File: config.mk
export PLATFORM = sky130hd
export DESIGN_NAME = cgra_tile_cfg_mem
export DESIGN_NICKNAME = d
export VERILOG_FILES = /design/src/rtl/cgra_tile_cfg_mem.sv
export SDC_FILE = /design/constraint.sdc
export NUM_CORES = 1
export LEC_CHECK = 0
export CORE_ASPECT_RATIO = 2
export CORE_UTILIZATION = 55
export DETAILED_ROUTE_END_ITERATION = 6
export PLACE_DENSITY = 0.78
export SETUP_SLACK_MARGIN = 0.1
export SLEW_MARGIN = 20
export SYNTH_ARGS = -nofsm -noshare
export SYNTH_HDL_FRONTEND = slang
export SYNTH_SLANG_ARGS = --single-unit
File: constraint.sdc
create_clock -name clk_i -period 27.6 [get_ports clk_i]
set_clock_uncertainty 0.05 [all_clocks]
set_input_delay 6.9 -clock clk_i [delete_from_list [all_inputs] [get_ports clk_i]]
set_output_delay 6.9 -clock clk_i [all_outputs]
set_load 0.01 [all_outputs]
File: src/rtl/cgra_tile_cfg_mem.sv
// -----------------------------------------------------------------------------
// cgra_tile_cfg_mem
//
// Tile-side configuration memory for one CGRA tile. The CSR block writes
// KernelSize configuration words into a local memory over a valid/ready
// interface, and a bitmap records which entries have been loaded. A start
// command replays the kernel into the tile datapath. Replay issues one entry
// per cycle, for a programmed number of full passes.
//
// Config word layout (49 bits):
//   [48:43] ctrl   [42] predicate   [41:30] fu_in   [29:6] outport
//   [5:0]   predicate_in
//
// Ports:
//   clk_i, rst_i           clock, asynchronous active-high reset
//   cfg_tile_addr_i        write entry index
//   cfg_tile_data_i        config word to store
//   cfg_tile_wr_en_i       write enable qualifier
//   cfg_tile_wr_valid_i    write request valid
//   cfg_tile_ready_o       write request ready (high only while IDLE)
//   clear_i                clears the loaded bitmap (memory untouched)
//   start_i                start replay pulse
//   iter_count_i           number of kernel passes, sampled on accepted start
//   stall_i                hold the replay pointer this cycle
//   ctrl_o                 config word issued to the datapath
//   ctrl_addr_o            entry index of ctrl_o
//   ctrl_valid_o           ctrl_o issued this cycle
//   loaded_o               every entry written since last clear/reset
//   busy_o                 replay in progress
//   done_o                 pulse alongside the last issued entry
// -----------------------------------------------------------------------------
module cgra_tile_cfg_mem #(
    parameter int  KernelSize = 4,
    parameter int  IterWidth  = 16,
    localparam int AddrW      = $clog2(KernelSize),
    localparam int CfgW       = 49
) (
    input  logic                 clk_i,
    input  logic                 rst_i,
    input  logic [AddrW-1:0]     cfg_tile_addr_i,
    input  logic [CfgW-1:0]      cfg_tile_data_i,
    input  logic                 cfg_tile_wr_en_i,
    input  logic                 cfg_tile_wr_valid_i,
    output logic                 cfg_tile_ready_o,
    input  logic                 clear_i,
    input  logic                 start_i,
    input  logic [IterWidth-1:0] iter_count_i,
    input  logic                 stall_i,
    output logic [CfgW-1:0]      ctrl_o,
    output logic [AddrW-1:0]     ctrl_addr_o,
    output logic                 ctrl_valid_o,
    output logic                 loaded_o,
    output logic                 busy_o,
    output logic                 done_o
);

    typedef enum logic {
        S_IDLE = 1'b0,
        S_RUN  = 1'b1
    } state_t;

    state_t                 r_state;
    state_t                 w_state_nxt;

    logic [CfgW-1:0]        r_mem [KernelSize];
    logic [KernelSize-1:0]  r_written;
    logic [AddrW-1:0]       r_ptr;
    logic [IterWidth-1:0]   r_iter_rem;

    logic [CfgW-1:0]        r_ctrl;
    logic [AddrW-1:0]       r_ctrl_addr;
    logic                   r_ctrl_valid;
    logic                   r_done;

    logic                   w_idle;
    logic                   w_addr_in_range;
    logic                   w_wr_accept;
    logic                   w_start_accept;
    logic                   w_ptr_wrap;
    logic                   w_last_issue;
    logic [KernelSize-1:0]  w_wr_bit;
    logic [KernelSize-1:0]  w_written_nxt;

    assign w_idle           = (r_state == S_IDLE);
    assign cfg_tile_ready_o = w_idle;
    assign loaded_o         = &r_written;
    assign busy_o           = (r_state == S_RUN);

    // Out-of-range addresses still complete the handshake; the data is dropped.
    assign w_addr_in_range = (32'(cfg_tile_addr_i) < 32'(KernelSize));
    assign w_wr_accept     = cfg_tile_wr_valid_i && cfg_tile_wr_en_i && w_idle
                             && w_addr_in_range;

    // loaded_o reflects the bitmap before any same-cycle write.
    assign w_start_accept = w_idle && start_i && loaded_o && (iter_count_i != '0);

    assign w_ptr_wrap   = (r_ptr == AddrW'(KernelSize - 1));
    assign w_last_issue = !stall_i && w_ptr_wrap && (r_iter_rem == IterWidth'(1));

    // A write landing in the same cycle as clear_i survives the clear.
    // NOTE: every signal assigned in always_comb gets a default first, so no
    // path leaves it unassigned and no latch is inferred.
    always_comb begin
        w_wr_bit = '0;
        if (w_wr_accept) begin
            w_wr_bit[cfg_tile_addr_i] = 1'b1;
        end
        w_written_nxt = (clear_i ? '0 : r_written) | w_wr_bit;
    end

    always_comb begin
        w_state_nxt = r_state;
        unique case (r_state)
            S_IDLE: if (w_start_accept) w_state_nxt = S_RUN;
            S_RUN:  if (w_last_issue)   w_state_nxt = S_IDLE;
            default: w_state_nxt = S_IDLE;
        endcase
    end

    // NOTE: sequential state uses non-blocking assignments so every register
    // samples the pre-edge values of the others, independent of block order.
    always_ff @(posedge clk_i or posedge rst_i) begin
        if (rst_i) begin
            r_state <= S_IDLE;
        end else begin
            r_state <= w_state_nxt;
        end
    end

    // NOTE: the config memory sits in the reset domain because the kernel
    // must read back as all-zero after reset. It is small enough to live in
    // flops rather than a RAM macro.
    always_ff @(posedge clk_i or posedge rst_i) begin
        if (rst_i) begin
            for (int i = 0; i < KernelSize; i++) begin
                r_mem[i] <= '0;
            end
            r_written    <= '0;
            r_ptr        <= '0;
            r_iter_rem   <= '0;
            r_ctrl       <= '0;
            r_ctrl_addr  <= '0;
            r_ctrl_valid <= 1'b0;
            r_done       <= 1'b0;
        end else begin
            r_written <= w_written_nxt;
            if (w_wr_accept) begin
                r_mem[cfg_tile_addr_i] <= cfg_tile_data_i;
            end

            unique case (r_state)
                S_IDLE: begin
                    r_ctrl       <= '0;
                    r_ctrl_addr  <= '0;
                    r_ctrl_valid <= 1'b0;
                    r_done       <= 1'b0;
                    if (w_start_accept) begin
                        r_ptr      <= '0;
                        r_iter_rem <= iter_count_i;
                    end
                end
                S_RUN: begin
                    r_done <= 1'b0;
                    if (stall_i) begin
                        r_ctrl_valid <= 1'b0;
                    end else begin
                        r_ctrl       <= r_mem[r_ptr];
                        r_ctrl_addr  <= r_ptr;
                        r_ctrl_valid <= 1'b1;
                        if (w_ptr_wrap) begin
                            r_ptr      <= '0;
                            // Counts down from the sampled value, so the
                            // full range of iter_count_i needs no extra bit.
                            r_iter_rem <= r_iter_rem - IterWidth'(1);
                            r_done     <= (r_iter_rem == IterWidth'(1));
                        end else begin
                            r_ptr <= r_ptr + AddrW'(1);
                        end
                    end
                end
                default: begin
                    r_ctrl_valid <= 1'b0;
                    r_done       <= 1'b0;
                end
            endcase
        end
    end

    assign ctrl_o       = r_ctrl;
    assign ctrl_addr_o  = r_ctrl_addr;
    assign ctrl_valid_o = r_ctrl_valid;
    assign done_o       = r_done;

endmodule

# After elaboration in Yosys (flattened, before gate mapping)
# Index checks and enable logic that the tools add are counted.
[word_totals]
reg_bits = 272
out_inout_bits = 56
word_cells = 72
[op_classes]
add_sub_neg = 2
order_cmp = 5
eq_ne = 5
mux = 30
n_bitwise = 4
reduce_logical = 14
[op_table]
columns = ["operator", "count"]
rows = [
  ["bitwise mux 196 bit", 1],
  ["2-to-1 mux 49 bit", 4],
  ["binary-select mux 49 bit (select 2 bit)", 1],
  ["demux 49 bit (select 2 bit)", 1],
  ["case mux 49 bit (2 select lines)", 1],
  ["2-to-1 mux 16 bit", 3],
  ["case mux 16 bit (2 select lines)", 1],
  ["== test 16 x 1 -> 1 bit, second input constant", 1],
  ["nonzero test 16 bit", 1],
  ["subtractor 16 x 1 -> 16 bit, second input constant", 1],
  ["logical AND 1 bit", 9],
  ["2-to-1 mux 2 bit", 4],
  ["2-to-1 mux 4 bit", 2],
  ["case mux 2 bit (2 select lines)", 2],
  ["greater-or-equal comparator 3 bit, second input constant", 2],
  ["2-to-1 mux 1 bit", 6],
  ["inverter 2 -> 3 bit", 2],
  ["case mux 1 bit (2 select lines)", 3],
  ["!= test 2 x 1 -> 1 bit, second input constant", 2],
  ["OR 4 bit", 1],
  ["AND reduction 4 bit", 1],
  ["< comparator 2 x 3 -> 1 bit, second input constant", 1],
  ["< comparator 3 x 1 -> 1 bit, second input constant", 1],
  ["AND reduction 3 bit", 1],
  ["8 further kinds", 8],
]

# Longest topological paths before layout
[logic_depth]
word_depth = 6
ltp_mapped = 7
depth_no_buf = 6

# Worst setup path after synthesis
# OpenSTA, ideal clock, no wires.
[synth_path]
kind = "reg-to-output"
startpoint = "reg r_state (netlist: busy_o)"
endpoint = "out cfg_tile_ready_o"
arrival_time_ns = 1.156
required_time_ns = 20.650
path_slack_ns = 19.494
path_stages_with_launch = 4
path_buffers = 2
path_cell_list = "dfrtp_1 > clkinv_1 > clkbuf_1 > buf_1"
[synth_via]
elab_chain_cells = 1
[synth_rtl]
columns = ["element", "line_no", "source"]
rows = [
  ["from (decl)", "62", "state_t r_state;"],
  ["from (signal assigned)", "126", "r_state <= w_state_nxt;"],
  ["inverter 1 bit", "84", "assign w_idle = (r_state == S_IDLE);"],
  ["to (decl)", "44", "output logic cfg_tile_ready_o,"],
]
# Every way passes these cells.

# Worst setup path in the final report
# Same ends and word-level chain as after synthesis.

==> run metrics <==
status=completed; hold path startpoint=r_written[2]; Min-Delay Endpoint=r_written[2]; Post-CTS Hold Buffers=0; post-synthesis average cell area=14.9 um2; worst r2r src=r_ptr[0]; commonest non-fill, non-tap cell in the layout=dfrtp_1; switching power=0.000234 W; DRT Wirelength=25,900 um; critical path peak fanout=27; CP Class=flop to primary output; CP Capture Type=primary output; clk sinks=272; MaxCap Viol Count=0; area post-placement=0.0135 mm2; Syn Std Cell Area=0.0122 mm2; Main synth FF type=dfrtp_1; core area=0.0216 mm2; via count=7,306; Rel. slew slack=32.0%; Post-CTS Setup Bufs=0; Bufs on Longest Clock Path=3; register area share after synthesis=56.0%; vias in the first global route=7,783; Async SR Flop Fraction=100%; DR vias/cell=5.98; Pint=0.000682 W; Final Slew Violations=0; unique cell type count in the Yosys netlist=58; fin crit period=8.80 ns; Post-Route Setup TNS=0 ns; initial antenna violation count=2; yosys warns=0; GPL Wtd Cong=0.826; final instance area=0.0144 mm2; combinational cell fraction of total power=14.7%; WP data required=20.65 ns; r2r setup slk=24.83 ns; first-pass GRT wire length=41,900 um; drt first pass iters=5; Overall Power=0.000917 W; H-tree lvl count=1; Worst EP arrival=1.85 ns; f_max=114 MHz; most frequent cells in the layout=dfrtp_1, mux2_2, clkdlybuf4s50_1, mux2i_1, nor2_1; sequential share of power=46.6%; largest net degree at the start of global routing=144; overall routing resource usage=24.0%; initial drt markers=391; PD cells=63.6 mW/mm2; number of routed nets with antenna violations=0; leakage power=6.95 nW; final hold vios=0; num rows=76; Yosys reg bits=272; worst setup margin=18.80 ns; Area Overhead vs Synth=18.5%; TritonCTS Buffers=25; Tcrit/Tclk final=31.9%; Syn Inst Count=814; RSZ-0062 raised after global routing=no; Clock Latency Late Sink=0.52 ns; remaining global-route overflow=0; Initial Util=56.3%; worst hold stages=1; Post-synth EDFFs=0; Finish-stage setup viols=0; Worst R2R End=busy_o; # DRC=0; Clk pwr share=38.7%; die area=0.0227 mm2; Avg WL per Cell=21.2 um; dpl hpwl=15,500 um; I/O Buffers=129; Worst Hold Class=flop to flop; CTS resizes=0; die width=107 um; Non-Filler Instances=1,221; worst slew pin tran=1.02 ns; layout cells sized above 1=32.6%; Final #Nets=1,005; placed cell count=1,174; post-place setup slack=18.48 ns; Clk pin slew, worst setup/hold paths=0.07 ns; Boundary Pins=130; Syn Nets=891; FF-to-FF path depth=5; root buffer cell=clkbuf_16; VDD IR max=0.0000402 V; sw frac=25.5%; kind of start point of the critical path=flop; Die Ht=212 um; CTS tree=done
==> metrics by stage <==
step | hold WS [ns] | util, %
2_1_floorplan | 0.392 | -
3_3_place_gp | 0.406 | 62.7
3_5_place_dp | 0.410 | 62.7
4_1_cts | 0.425 | 66.7
5_1_grt | 0.440 | 66.7
6_report | 0.421 | 66.7
==> worst max-delay path: stages, from the launching register on <==
cell and delay [ns]:
dfrtp_1 0.40, buf_4 0.24, inv_2 0.13, clkdlybuf4s50_1 0.55
==> per-layer routing <==
metal	global-route usage (%)	wire length [um]	vias to the layer above
li1	-	-	3221
met1	30.0	10100	3844
met2	42.5	14000	204
met3	3.46	1190	37
met4	7.84	487	0
met5	0	0	-
==> registers in the layout (all words and copies together) (netlist names) <==
name          cells
ctrl_valid_o      1
done_o            1
r_iter_rem       16
r_ptr             2
r_written         4
ctrl_o           49
r_mem           196
busy_o            1
ctrl_addr_o       2
==> kinds of logic (layout without fill, tap and decap cells) <==
family | count (synthesis) | after routing | share of synthesized area, %
compound gates | 45 | 45 | 2.89
mux | 299 | 299 | 31.7
flops | 272 | 272 | 56.0
buf+inv | 63 | 195 | 3.13
fa+ha+maj | 3 | 3 | 0.309
simple gates | 132 | 132 | 5.95
other cells | 0 | 2 | 0
==> how the worst max path moves through the flow <==
stage / startpoint / end / slack (ns) / cells past startpoint
2_1_floorplan: rst_i / busy_o / 13.15 / 1
3_3_place_gp: rst_i / ctrl_o[34] / 18.49 / 3
3_5_place_dp: rst_i / r_mem[30] / 18.48 / 3
4_1_cts: busy_o / cfg_tile_ready_o / 18.77 / 3
5_1_grt: busy_o / cfg_tile_ready_o / 18.74 / 3
6_report: busy_o / cfg_tile_ready_o / 18.80 / 3
==> power by group through the flow <==
| stage | combinational (W) | clock, W | sequential (W) |
|---|---|---|---|
| final | 0.000135 | 0.000355 | 0.000427 |
| after global routing | 0.000147 | 0.000377 | 0.000429 |
| after CTS | 0.000138 | 0.000362 | 0.000427 |
| after detailed placement | 0.000138 | 0 | 0.000435 |
| after global placement | 0.000137 | 0 | 0.000434 |
| after floorplan | 0.0000906 | 0 | 0.000431 |
==> synth_stat cells (3+ instances only) <==
cell type	instances	share of area (%)
a21oi_1	5	0.21
a22oi_1	4	0.25
and3_1	3	0.15
buf_1	4	0.12
buf_2	22	0.91
buf_4	5	0.31
buf_6	13	1.2
clkbuf_1	9	0.28
dfrtp_1	272	56
ha_1	3	0.31
inv_1	9	0.28
mux2_1	13	1.2
mux2_2	183	17
mux2i_1	54	4.4
mux4_2	49	9.1
nand2_1	25	0.77
nand3_1	8	0.33
nand4_1	5	0.26
nor2_1	54	1.7
nor2_2	3	0.15
nor3_1	4	0.16
nor4_1	7	0.36
o211ai_1	5	0.31
o21ai_0	3	0.12
o221ai_1	12	0.86
==> cell type report <==
cell class | count | area, um2
Antenna cell | 2 | 5.00
Clock buffer | 33 | 726
Clock inverter | 12 | 130
Fill cell | 1543 | 7180
Inverter | 10 | 45.0
Multi-Input combinational cell | 479 | 4970
Sequential cell | 272 | 6810
Tap cell | 273 | 342
Timing Repair Buffer | 140 | 1370
No activity file was read; power rests on OpenSTA's default activity.
